$ cat config.mk
export PLATFORM = sky130hd
export DESIGN_NAME = ram_arbiter
export DESIGN_NICKNAME = d
export VERILOG_FILES = /design/src/rtl/ram_arbiter.sv
export SDC_FILE = /design/constraint.sdc
export NUM_CORES = 1
export LEC_CHECK = 0
export ABC_AREA = 1
export BUFFER_PORTS_ARGS = -buffer_cell sky130_fd_sc_hd__buf_2
export CAP_MARGIN = 20
export CORE_AREA = 2 2 108 110
export DETAILED_ROUTE_END_ITERATION = 8
export DIE_AREA = 0 0 110 112
export PLACE_DENSITY = 0.77
export SETUP_SLACK_MARGIN = 0.15
export SYNTH_ARGS = -nofsm -noshare
export SYNTH_HDL_FRONTEND = slang
export SYNTH_SLANG_ARGS = --single-unit
$ cat constraint.sdc
create_clock -name clk -period 5.31 [get_ports clk]
set_input_delay 1.3275 -clock clk [delete_from_list [all_inputs] [get_ports clk]]
set_output_delay 1.3275 -clock clk [all_outputs]
set_load 0.005 [all_outputs]
$ cat src/rtl/ram_arbiter.sv
// Round-robin arbiter sharing one async-read RAM between fetch (p0) and load/store (p1); 1-cycle response.
// Backpressure is via pN_req_ready only; responses are unbuffered single-cycle pulses.
module ram_arbiter #(
  parameter int W  = 32,
  parameter int L  = 64,
  parameter int AW = 32
) (
  input  logic                 clk,
  input  logic                 rst,
  input  logic                 p0_req_valid,
  output logic                 p0_req_ready,
  input  logic [AW-1:0]        p0_req_addr,
  input  logic                 p0_req_wen,
  input  logic [W-1:0]         p0_req_wdata,
  output logic                 p0_rsp_valid,
  output logic [W-1:0]         p0_rsp_data,
  output logic                 p0_rsp_err,
  input  logic                 p1_req_valid,
  output logic                 p1_req_ready,
  input  logic [AW-1:0]        p1_req_addr,
  input  logic                 p1_req_wen,
  input  logic [W-1:0]         p1_req_wdata,
  output logic                 p1_rsp_valid,
  output logic [W-1:0]         p1_rsp_data,
  output logic                 p1_rsp_err,
  output logic [$clog2(L)-1:0] ram_addr,
  output logic                 ram_wr_ena,
  output logic [W-1:0]         ram_wr_data,
  input  logic [W-1:0]         ram_rd_data
);
  localparam int IW = $clog2(L);
  localparam logic [AW-3:0] LIM = (AW-2)'(L);

  logic          req0, req1, gnt0, gnt1, grant, sel_wen, err;
  logic [AW-1:0] sel_addr;
  logic [W-1:0]  sel_wdata;
  logic [IW-1:0] idx;

  logic          last_grant_q, last_grant_d;
  logic [1:0]    rsp_valid_q, rsp_valid_d;
  logic [1:0]    rsp_err_q, rsp_err_d;
  logic [W-1:0]  rsp_data0_q, rsp_data0_d;
  logic [W-1:0]  rsp_data1_q, rsp_data1_d;

  // Requests are masked while rst is high so nothing is granted or written.
  always_comb begin
    req0      = p0_req_valid & ~rst;
    req1      = p1_req_valid & ~rst;
    gnt0      = req0 & (~req1 | last_grant_q);
    gnt1      = req1 & (~req0 | ~last_grant_q);
    grant     = gnt0 | gnt1;
    sel_addr  = gnt1 ? p1_req_addr  : p0_req_addr;
    sel_wen   = gnt1 ? p1_req_wen   : p0_req_wen;
    sel_wdata = gnt1 ? p1_req_wdata : p0_req_wdata;
    idx       = sel_addr[IW+1:2];
    err       = (sel_addr[1:0] != 2'b00) | (sel_addr[AW-1:2] >= LIM);
  end

  assign p0_req_ready = gnt0;
  assign p1_req_ready = gnt1;
  assign ram_addr     = (grant & ~err) ? idx : '0;
  assign ram_wr_data  = grant ? sel_wdata : '0;
  assign ram_wr_ena   = grant & sel_wen & ~err;

  always_comb begin
    last_grant_d = grant ? gnt1 : last_grant_q;
    rsp_valid_d  = {gnt1, gnt0};
    rsp_err_d    = {gnt1 & err, gnt0 & err};
    rsp_data0_d  = rsp_data0_q;
    rsp_data1_d  = rsp_data1_q;
    if (gnt0) rsp_data0_d = (sel_wen | err) ? '0 : ram_rd_data;
    if (gnt1) rsp_data1_d = (sel_wen | err) ? '0 : ram_rd_data;
  end

  always_ff @(posedge clk or posedge rst) begin
    if (rst) begin
      last_grant_q <= 1'b1;
      rsp_valid_q  <= '0;
      rsp_err_q    <= '0;
      rsp_data0_q  <= '0;
      rsp_data1_q  <= '0;
    end else begin
      last_grant_q <= last_grant_d;
      rsp_valid_q  <= rsp_valid_d;
      rsp_err_q    <= rsp_err_d;
      rsp_data0_q  <= rsp_data0_d;
      rsp_data1_q  <= rsp_data1_d;
    end
  end

  assign p0_rsp_valid = rsp_valid_q[0];
  assign p1_rsp_valid = rsp_valid_q[1];
  assign p0_rsp_err   = rsp_err_q[0];
  assign p1_rsp_err   = rsp_err_q[1];
  assign p0_rsp_data  = rsp_data0_q;
  assign p1_rsp_data  = rsp_data1_q;

endmodule

==> flow_metrics.py <==
metrics = {
    "timing": {
        "clock.fmax_mhz": 243,
        "finalSetupTns_ns": 0,
        "post-route-min-period_ns": 4.12,
        "rsz0062_at_grt": "no",
        "finClkSkew_ns": 0.00757,
        "tightest_slew_ns": 0.891,
        "setup_ws_ns": 1.19,
        "finalSetupViolCount": 0,
        "min_period_over_period_pct": 77.6,
        "maxSlewHeadroom_pct": 40.6,
        "hold_viol": 0,
        "slew_violations": 0,
        "whs_ns": 0.590,
    },
    "power": {
        "p_total_mw": 1.32,
        "vdd_drop_max_mv": 0.141,
        "combPwrFrac_pct": 15.8,
        "seqPwrFrac_pct": 40.3,
        "clkPwrFrac_pct": 43.9,
        "power_switching_mw": 0.347,
        "power_leakage_nw": 3.09,
        "netSwitchingFraction_pct": 26.2,
        "powerDensity_nw_per_um2": 233,
        "internal_power_mw": 0.975,
    },
    "global_routing": {
        "grt_pass1_vias": 4085,
        "grtUsageTotal_pct": 23.0,
        "grt_pass1_wl_mm": 21.5,
        "gr-total-overflow": 0,
        "grt_max_degree": 70,
        "antenna_found_initial": 3,
    },
    "floorplan": {
        "die_x_um": 110,
        "fp.dieH_um": 112,
        "core-area_um2": 11200,
        "num_rows": 39,
        "die-area_um2": 12300,
        "num_io_pins": 275,
        "initial_core_util_pct": 34.8,
    },
    "cells_and_area": {
        "areaGrowthSynthToFinish_pct": 46.2,
        "nNetsFinal": 943,
        "multi_input_area_um2": 1760,
        "fill_cells": 1153,
        "ff_latch_area_um2": 1730,
        "drive_above_1_share_pct": 41.0,
        "final_cell_count_no_fill": 925,
    },
    "synthesis": {
        "async_flop_share_pct": 100,
        "yosys.cell_count.top_type": "nor2_1",
        "syn_avg_cell_area_um2": 7.54,
        "synth_top_area_share_pct": 43.8,
        "synth_warnings": 0,
        "synth_edf_count": 0,
        "syn_nets": 681,
        "synthTopCellsByCount": "nor2_1, nand2_1, inv_1, dfrtp_1, o21bai_1",
        "yosysTopAreaCell": "dfrtp_1",
        "synth_area_leaders": "dfrtp_1, o21bai_1, nor2_1",
        "syn_area_um2": 3880,
        "synthFlopType": "dfrtp_1",
        "synth_seq_cells": 69,
        "yosysSeqAreaShare_pct": 44.5,
        "synth_cell_type_count": 23,
        "synth_cells": 515,
    },
    "place": {
        "post-place-ws_ns": 1.19,
        "hpwlAfterDp_mm": 10.6,
        "placed_cells": 909,
        "gp_congestion": 0.844,
        "io_buffers": 274,
    },
    "critical_path": {
        "reg2reg_from": "last_grant_q",
        "critical_path_class": "input pin to output port",
        "arrival_ns": 2.79,
        "startpoint": "rst",
        "endpoint_kind": "output port",
        "start_kind": "input pin",
        "cp_max_fo": 49,
        "cp_data_required_time_ns": 3.98,
        "reg2reg_slack_ns": 3.11,
    },
    "cts": {
        "cts_tree": "yes",
        "clockBufferDepth": 2,
        "cts-root-buf": "clkbuf_16",
        "clk_latency_ns": 0.32,
        "numCtsBuffers": 9,
        "ctsHoldBuffers": 0,
        "htreeDepth": 3,
        "post_cts_buffers": 0,
        "cts_sinks": 69,
        "ctsResizeCount": 0,
        "clk_pin_slew_ns": 0.05,
    },
    "job": {
        "max_cap_violations": 0,
    },
    "hold_path": {
        "worstHoldStart": "last_grant_q",
        "hp-class": "flop to flop",
    },
    "detailed_routing": {
        "drtPass1Iterations": 4,
        "vias": 4376,
        "avgViaCountPerCell": 4.73,
        "drtAntennaViolNets": 0,
        "drt_iter0_markers": 345,
        "drcViolationCount": 0,
        "drt-total-wl_mm": 14.3,
        "routedWlPerCell_um": 15.4,
    },
    "run_status": {
        "status": "completed",
    },
}
## worst max-delay path: stages
cell	delay, ns
buf_2	0.10
inv_2	0.09
nand2_1	0.09
nor2_4	0.18
buf_4	0.44
nand2_1	0.10
a21oi_1	0.26
buf_2	0.18
## final cells by class
type | count | share of cell area [%]
antenna | 1 | 0.0441
clock buffer | 9 | 3.97
clock inverter | 6 | 1.12
inverter | 71 | 4.69
multi-input combinational | 341 | 31.0
sequential | 69 | 30.4
tap | 143 | 3.15
timing repair buffer | 285 | 25.6
## metrics by stage
step                util [%]  cell area [µm²]
global route            50.8             5680
floorplan                  -             3880
CTS                     50.8             5680
detailed placement      48.2             5390
finish                  50.8             5680
global placement        48.2             5390
## path summary, 6_finish.rpt
| path | endpoint | cells past startpoint |
|---|---|---|
| max | ram_wr_data[20] | 8 |
| min | last_grant_q | 2 |
| max reg2reg | p0_rsp_data[6] | 8 |
| min reg2reg | last_grant_q | 2 |
| max in group asynchronous | p0_rsp_data[31] | 3 |
| min in group asynchronous | p1_rsp_data[27] | 3 |
## power groups by stage
stage          sequential, mW  combinational [mW]  clock, mW
2_1_floorplan           0.542              0.0914          0
3_3_place_gp            0.542               0.210          0
3_5_place_dp            0.542               0.210          0
4_1_cts                 0.532               0.211      0.590
5_1_grt                 0.533               0.232      0.615
6_report                0.533               0.209      0.580
## logic make-up after synthesis
family	Yosys count	share of synthesized area (%)
AND/OR/NAND/NOR	236	26.5
buffers and inverters	105	11.2
flip-flops	69	44.5
AO/OA/AOI/OAI	105	17.7
## state kept, by name, summed over array words and instances (netlist names)
register	flops
rsp_err_q	2
rsp_valid_q	2
last_grant_q	1
p1_rsp_data	32
p0_rsp_data	32
## routing by layer
| layer | global-route usage, % | vias up | routed length, µm |
|---|---|---|---|
| li1 | - | 2158 | - |
| met4 | 5.65 | 4 | 135 |
| met2 | 38.1 | 203 | 7100 |
| met3 | 6.15 | 13 | 1240 |
| met1 | 29.7 | 1998 | 5770 |
| met5 | 0 | - | 26 |
## cell usage in the layout (no fill, tap or decap), types with 2 or more instances in the layout
| cell | instances |
|---|---|
| nand2_2 | 2 |
| clkinvlp_4 | 2 |
| clkinv_2 | 2 |
| inv_2 | 2 |
| buf_4 | 11 |
| dfrtp_1 | 68 |
| inv_1 | 69 |
| or2_2 | 2 |
| nand4_1 | 25 |
| o21bai_1 | 64 |
| nand4_2 | 7 |
| clkbuf_16 | 9 |
| nand2_1 | 96 |
| nor2_1 | 99 |
| buf_2 | 274 |
| a21oi_1 | 38 |
Note: power is estimated with default switching activity, not from simulation.
